===== src/rtl/monopix_core_if.sv =====
// monopix_core_if: token/freeze/read readout handshake between the pixel core and the readout controller
interface monopix_core_if;
    logic freeze;
    logic read;
    logic token;
    logic data_out;
    logic hit_or;
    modport master (output freeze, read, input token, data_out, hit_or);
    modport slave (input freeze, read, output token, data_out, hit_or);
endinterface


===== src/rtl/monopix_core.sv =====
// monopix_core: pixel hit time-stamping, priority arbitration and 27-bit serial readout (optional MONOPIX_TEST_PATTERN_EN adds en_test_pattern)
module monopix_core #(
    parameter int NCOL = 4,
    parameter int NROW = 8
) (
    input  logic                 clk_bx,
    input  logic                 reset,
    input  logic                 reset_bcid,
    input  logic [NROW*NCOL-1:0] ana_hit,
    input  logic [NCOL-1:0]      en_col,
    input  logic                 inj_pulse,
    input  logic [NCOL-1:0]      inj_col,
    input  logic [NROW-1:0]      inj_row,
    input  logic [NCOL-1:0]      dig_mon_sel,
`ifdef MONOPIX_TEST_PATTERN_EN
    input  logic                 en_test_pattern,
`endif
    monopix_core_if.slave        ro
);
    localparam int NPIX = NROW * NCOL;
    typedef enum logic [1:0] {IDLE, HIGH, DONE} pix_state_t;
    pix_state_t      state [NPIX];
    pix_state_t      state_nx [NPIX];
    logic [5:0]      le [NPIX];
    logic [5:0]      le_nx [NPIX];
    logic [5:0]      te [NPIX];
    logic [5:0]      te_nx [NPIX];
    logic [NPIX-1:0] eff, prev, ready, ready_q, win_1h, clr;
    logic [5:0]      bcid, gray, win_col, win_le, win_te;
    logic [8:0]      win_row;
    logic [26:0]     sr, word;
    logic            read_q, rd_edge, any_ready, tp, token_q, data_q, hit_or_q;

`ifdef MONOPIX_TEST_PATTERN_EN
    assign tp = en_test_pattern;
`else
    assign tp = 1'b0;
`endif

    assign gray        = bcid ^ (bcid >> 1);
    assign rd_edge     = ro.read & ~read_q;
    assign clr         = (rd_edge & ~tp) ? win_1h : '0;
    assign word        = tp ? {6'h3F, 6'h15, 6'h2A, 9'h155}
                            : any_ready ? {win_col, win_te, win_le, win_row} : '0;
    assign ro.token    = token_q;
    assign ro.data_out = data_q;
    assign ro.hit_or   = hit_or_q;

    // effective hits and ready set; during freeze only pixels already ready stay ready
    always_comb begin
        eff   = '0;
        ready = '0;
        for (int c = 0; c < NCOL; c++)
            for (int r = 0; r < NROW; r++) begin
                eff[r*NCOL+c]   = en_col[c] & (ana_hit[r*NCOL+c] | (inj_pulse & inj_col[c] & inj_row[r]));
                ready[r*NCOL+c] = (state[r*NCOL+c] == DONE) & (~ro.freeze | ready_q[r*NCOL+c]);
            end
    end

    // priority pick: scanning from the far corner lets the lowest column, then lowest row, win
    always_comb begin
        any_ready = 1'b0;
        win_1h    = '0;
        win_col   = '0;
        win_row   = '0;
        win_le    = '0;
        win_te    = '0;
        for (int c = NCOL - 1; c >= 0; c--)
            for (int r = NROW - 1; r >= 0; r--)
                if (ready[r*NCOL+c]) begin
                    any_ready = 1'b1;
                    win_1h    = '0;
                    win_1h[r*NCOL+c] = 1'b1;
                    win_col   = 6'(c);
                    win_row   = 9'(r);
                    win_le    = le[r*NCOL+c];
                    win_te    = te[r*NCOL+c];
                end
    end

    // per-pixel next state: a clear overrides any edge seen in the same cycle
    always_comb begin
        for (int p = 0; p < NPIX; p++) begin
            state_nx[p] = state[p];
            le_nx[p]    = le[p];
            te_nx[p]    = te[p];
            if (clr[p])
                state_nx[p] = IDLE;
            else if (state[p] == IDLE && eff[p] && !prev[p]) begin
                state_nx[p] = HIGH;
                le_nx[p]    = gray;
            end else if (state[p] == HIGH && !eff[p] && prev[p]) begin
                state_nx[p] = DONE;
                te_nx[p]    = gray;
            end
        end
    end

    // pixel state, time stamps and edge-detect history
    always_ff @(posedge clk_bx or posedge reset) begin
        if (reset) begin
            for (int p = 0; p < NPIX; p++) begin
                state[p] <= IDLE;
                le[p]    <= '0;
                te[p]    <= '0;
            end
            prev    <= '0;
            ready_q <= '0;
        end else begin
            for (int p = 0; p < NPIX; p++) begin
                state[p] <= state_nx[p];
                le[p]    <= le_nx[p];
                te[p]    <= te_nx[p];
            end
            prev    <= eff;
            ready_q <= ready;
        end
    end

    // BCID counter, read edge history, serialiser and registered status outputs
    always_ff @(posedge clk_bx or posedge reset) begin
        if (reset) begin
            bcid     <= '0;
            read_q   <= 1'b0;
            sr       <= '0;
            data_q   <= 1'b0;
            token_q  <= 1'b0;
            hit_or_q <= 1'b0;
        end else begin
            bcid     <= reset_bcid ? 6'd0 : bcid + 6'd1;
            read_q   <= ro.read;
            sr       <= rd_edge ? word : {sr[25:0], 1'b0};
            data_q   <= sr[26];
            token_q  <= tp | (|ready);
            hit_or_q <= |(eff & {NROW{dig_mon_sel}});
        end
    end
endmodule


===== src/flat_wrapper.sv =====
// flat-port wrapper written by rule: the top's interface ports become plain ports
module monopix_core_flat 
#(
    parameter int NCOL = 4,
    parameter int NROW = 8
)
  (clk_bx, reset, reset_bcid, ana_hit, en_col, inj_pulse, inj_col, inj_row, dig_mon_sel, ro_freeze, ro_read, ro_token, ro_data_out, ro_hit_or);
  monopix_core_if ro_i ();
  input  logic clk_bx;
  input  logic reset;
  input  logic reset_bcid;
  input  logic [NROW*NCOL-1:0] ana_hit;
  input  logic [NCOL-1:0] en_col;
  input  logic inj_pulse;
  input  logic [NCOL-1:0] inj_col;
  input  logic [NROW-1:0] inj_row;
  input  logic [NCOL-1:0] dig_mon_sel;
  input wire logic [$bits(ro_i.freeze)-1:0] ro_freeze;
  input wire logic [$bits(ro_i.read)-1:0] ro_read;
  output wire logic [$bits(ro_i.token)-1:0] ro_token;
  output wire logic [$bits(ro_i.data_out)-1:0] ro_data_out;
  output wire logic [$bits(ro_i.hit_or)-1:0] ro_hit_or;
  assign ro_i.freeze = ro_freeze;
  assign ro_i.read = ro_read;
  assign ro_token = ro_i.token;
  assign ro_data_out = ro_i.data_out;
  assign ro_hit_or = ro_i.hit_or;
  monopix_core #(.NCOL(NCOL), .NROW(NROW)) u_core (.clk_bx(clk_bx), .reset(reset), .reset_bcid(reset_bcid), .ana_hit(ana_hit), .en_col(en_col), .inj_pulse(inj_pulse), .inj_col(inj_col), .inj_row(inj_row), .dig_mon_sel(dig_mon_sel), .ro(ro_i));
endmodule

===== config.mk =====
export PLATFORM = sky130hd
export DESIGN_NAME = monopix_core_flat
export DESIGN_NICKNAME = d
export VERILOG_FILES = /design/src/rtl/monopix_core_if.sv /design/src/rtl/monopix_core.sv /design/src/flat_wrapper.sv
export SDC_FILE = /design/constraint.sdc
export NUM_CORES = 1
export LEC_CHECK = 0
export CAP_MARGIN = 30
export CORE_ASPECT_RATIO = 1.1
export CORE_MARGIN = 2
export CORE_UTILIZATION = 35
export CTS_BUF_LIST = sky130_fd_sc_hd__clkbuf_4
export CTS_CLUSTER_DIAMETER = 100
export DETAILED_ROUTE_END_ITERATION = 10
export HOLD_SLACK_MARGIN = 0.05
export PLACE_DENSITY = 0.52
export SYNTH_ARGS = -nofsm -noshare
export SYNTH_HDL_FRONTEND = slang
export SYNTH_SLANG_ARGS = --single-unit

===== constraint.sdc =====
create_clock -name clk_bx -period 17.5 [get_ports clk_bx]
set_input_delay 3.5 -clock clk_bx [delete_from_list [all_inputs] [get_ports clk_bx]]
set_output_delay 3.5 -clock clk_bx [all_outputs]
set_load 0.01 [all_outputs]

==> results.ini <==
[detailed_routing]
wl_mm = 80.93
antenna_left = 0
avgRoutedWirePerCell_um = 23.97
first_iter_violations = 1316
viasPerCell = 5.646
vias = 19065
drc = 0
dr.pass1.iters = 5

[cts]
cts.clk_slew.worst_paths_ns = 0.07
h-tree-depth = 4
cts_tree = yes
clkLatencyLatePin_ns = 1.05
cts_resized = 0
cts_setup_buffers = 0
clockBufferDepth = 3
cts_buffers = 153
cts_hold_buf = 0
cts-root-buf = clkbuf_4
clock-sinks = 549

[sta]
rsz0062_at_grt = no
finClkSkew_ns = 0.06400
min_period_ns = 6.451
period_share_pct = 36.86
maxSlewViolCount = 0
relSlewSlack_pct = 30.65
max_freq_ghz = 0.1550
worstMarginPinSlew_ns = 1.040
setup_violations = 0
fin_tns_setup_ns = 0
timing.hold.ws_ns = 0.3645
hold_violations = 0

[logic_synthesis]
seq_area_frac_synth_pct = 55.08
synth.largest_area_cell = dfrtp_1
syn_area_um2 = 24940
synth-async-reset-ratio_pct = 100.0
synthTopCellsByCount = 549 x dfrtp_1, 318 x mux2_2, 178 x nand2_1
synth-seq-cells = 549
synth_flop_cell = dfrtp_1
yosysTopAreaCellShare_pct = 55.08
yosysMostFrequentCell = dfrtp_1
postSynthNetCount = 2258
ys_top_cells_by_area = dfrtp_1 55%, mux2_2 14%, o21ai_0 2.8%, nand2_1 2.7%, o221ai_1 2.0%
synthCells = 2196
ys_types = 70
synth_edf_count = 0
postSynthAreaPerCell_um2 = 11.36
ys_warn_count = 0

[power]
p_per_area_nw_per_um2 = 169.2
switchingPower_uw = 1966
clkPwrFrac_pct = 24.5
intPower_uw = 2871
power_frac_comb_pct = 37.0
peakVddDrop_mv = 0.07429
p_seq_share_pct = 38.5
swShare_pct = 40.65
leakage_uw = 0.01313

[placement]
port-buffer-count = 60
placed_area_um2 = 26610
dp.cells = 3104
routabilityCongestion = 0.9260
place.detailed.hpwl_mm = 55.69

[die]
dieArea_um2 = 73410
io_pins = 61
rows = 102
die_h_um = 284.0
core-area_um2 = 70450
die_x_um = 258.5
start_util_pct = 35.40

[global_route]
grt_overflow_total = 0
grt_use_total_pct = 22.24
grt_max_degree = 160
grt_first_pass_wirelength_mm = 123.2
grt_pass1_vias = 19797
antenna_found_initial = 2

[hold_path]
holdCritPathClass = register to register
min_from = u_core.sr[26]

[critical_path]
worst_setup_path_start_kind = input port
r2r_start = u_core.read_q
crit_path_end_kind = register
cp-startpoint = ro_read
worstSetupPathType = input port to register
critPathRequiredTime_ns = 18.37
cp.arrival_ns = 7.32
crit_fanout = 12

[finish]
final_cells = 3377
seq_area_um2 = 13740
multiInputGateArea_um2 = 10360
final_area_um2 = 28590
drive_above_1_share_pct = 27.42
n_fill_cell = 6874
layout.nets = 2387
syn_to_final_growth_pct = 14.64

[run_status]
status = completed

[run]
drv_cap = 0

per-stage QoR:
step	worst slack [ns]	total power, µW	util, %
2_1_floorplan	6.530	2937	-
6_report	11.05	4838	40.59
4_1_cts	11.18	4852	40.52
5_1_grt	10.88	5103	40.59
3_3_place_gp	10.08	3613	37.66
3_5_place_dp	10.09	3641	37.77
critical path, cell delays in order:
cell	delay [ns]
clkdlybuf4s50_1	0.49
nor2b_1	0.77
nand3_1	0.55
nor4_4	0.63
nand4_1	0.53
nor3_1	0.67
a31oi_1	0.16
state kept, by name, indices dropped and copies added, names as in the netlist:
register            flops
u_core.ro.token         1
u_core.read_q           1
u_core.prev            32
u_core.bcid             6
u_core.ro.data_out      1
u_core.state           64
u_core.ro.hit_or        1
u_core.te             192
u_core.ready_q         32
u_core.sr              27
u_core.le             192
power by group through the flow:
stage                     Combinational, µW  Clock (µW)  Sequential [µW]
after global placement                 1750           0             1860
final                                  1790        1180             1860
after detailed placement               1770           0             1870
after CTS                              1770        1220             1860
after global routing                   1910        1290             1900
after floorplan                        1140           0             1800
worst paths after layout:
check,slack (ns),cells past startpoint,end
max reg2reg,13.66,6,u_core.state[17]
min in group asynchronous,2.98,2,u_core.bcid[2]
min reg2reg,0.36,0,u_core.ro.data_out
max,11.05,7,u_core.state[17]
max in group asynchronous,11.65,7,u_core.te[113]
min,0.36,0,u_core.ro.data_out
routing by layer:
layer  global-route usage, %  wire length (µm)  vias to the layer above
li1                        -                 -                     8435
met2                   36.59             39470                      595
met4                   9.277              2810                        0
met5                       0                 0                        -
met1                   28.42             34960                     9873
met3                   4.555              3686                      162
cells by family (layout without fill, tap and decap cells):
logic type | Yosys count | count (layout) | synth area share [%]
and+or+nand+nor | 534 | 534 | 11.25
xor gates and xnor gates | 5 | 5 | 0.1756
adders and majority gates | 4 | 4 | 0.2007
buffers and inverters | 230 | 470 | 3.517
muxes | 318 | 318 | 14.36
other | 0 | 5 | 0
DFF | 549 | 549 | 55.08
AOI/OAI and AO/OA | 556 | 556 | 15.41
placed cells by master (no fill, tap or decap), types with 57 or more instances in the layout:
| master | synthesis | layout |
|---|---|---|
| mux2_2 | 318 | 318 |
| dfrtp_1 | 549 | 548 |
| nand2_1 | 178 | 178 |
| clkbuf_4 | 0 | 224 |
| o21ai_0 | 141 | 141 |
| clkdlybuf4s50_1 | 0 | 59 |
| o221ai_1 | 57 | 57 |
| inv_1 | 91 | 90 |
| nor2_1 | 90 | 90 |
| a21oi_1 | 87 | 87 |
area by class of cell:
cell class              instances  area share, %
flip-flops and latches        549          48.05
multi-input cells            1417          36.24
clock buffers                 224          5.882
well taps                     936          4.096
repair buffers                108          3.518
inverters                      96          1.273
clock inverters                42         0.8884
diodes                          5        0.04376
Note: power is estimated with default switching activity, not from simulation.
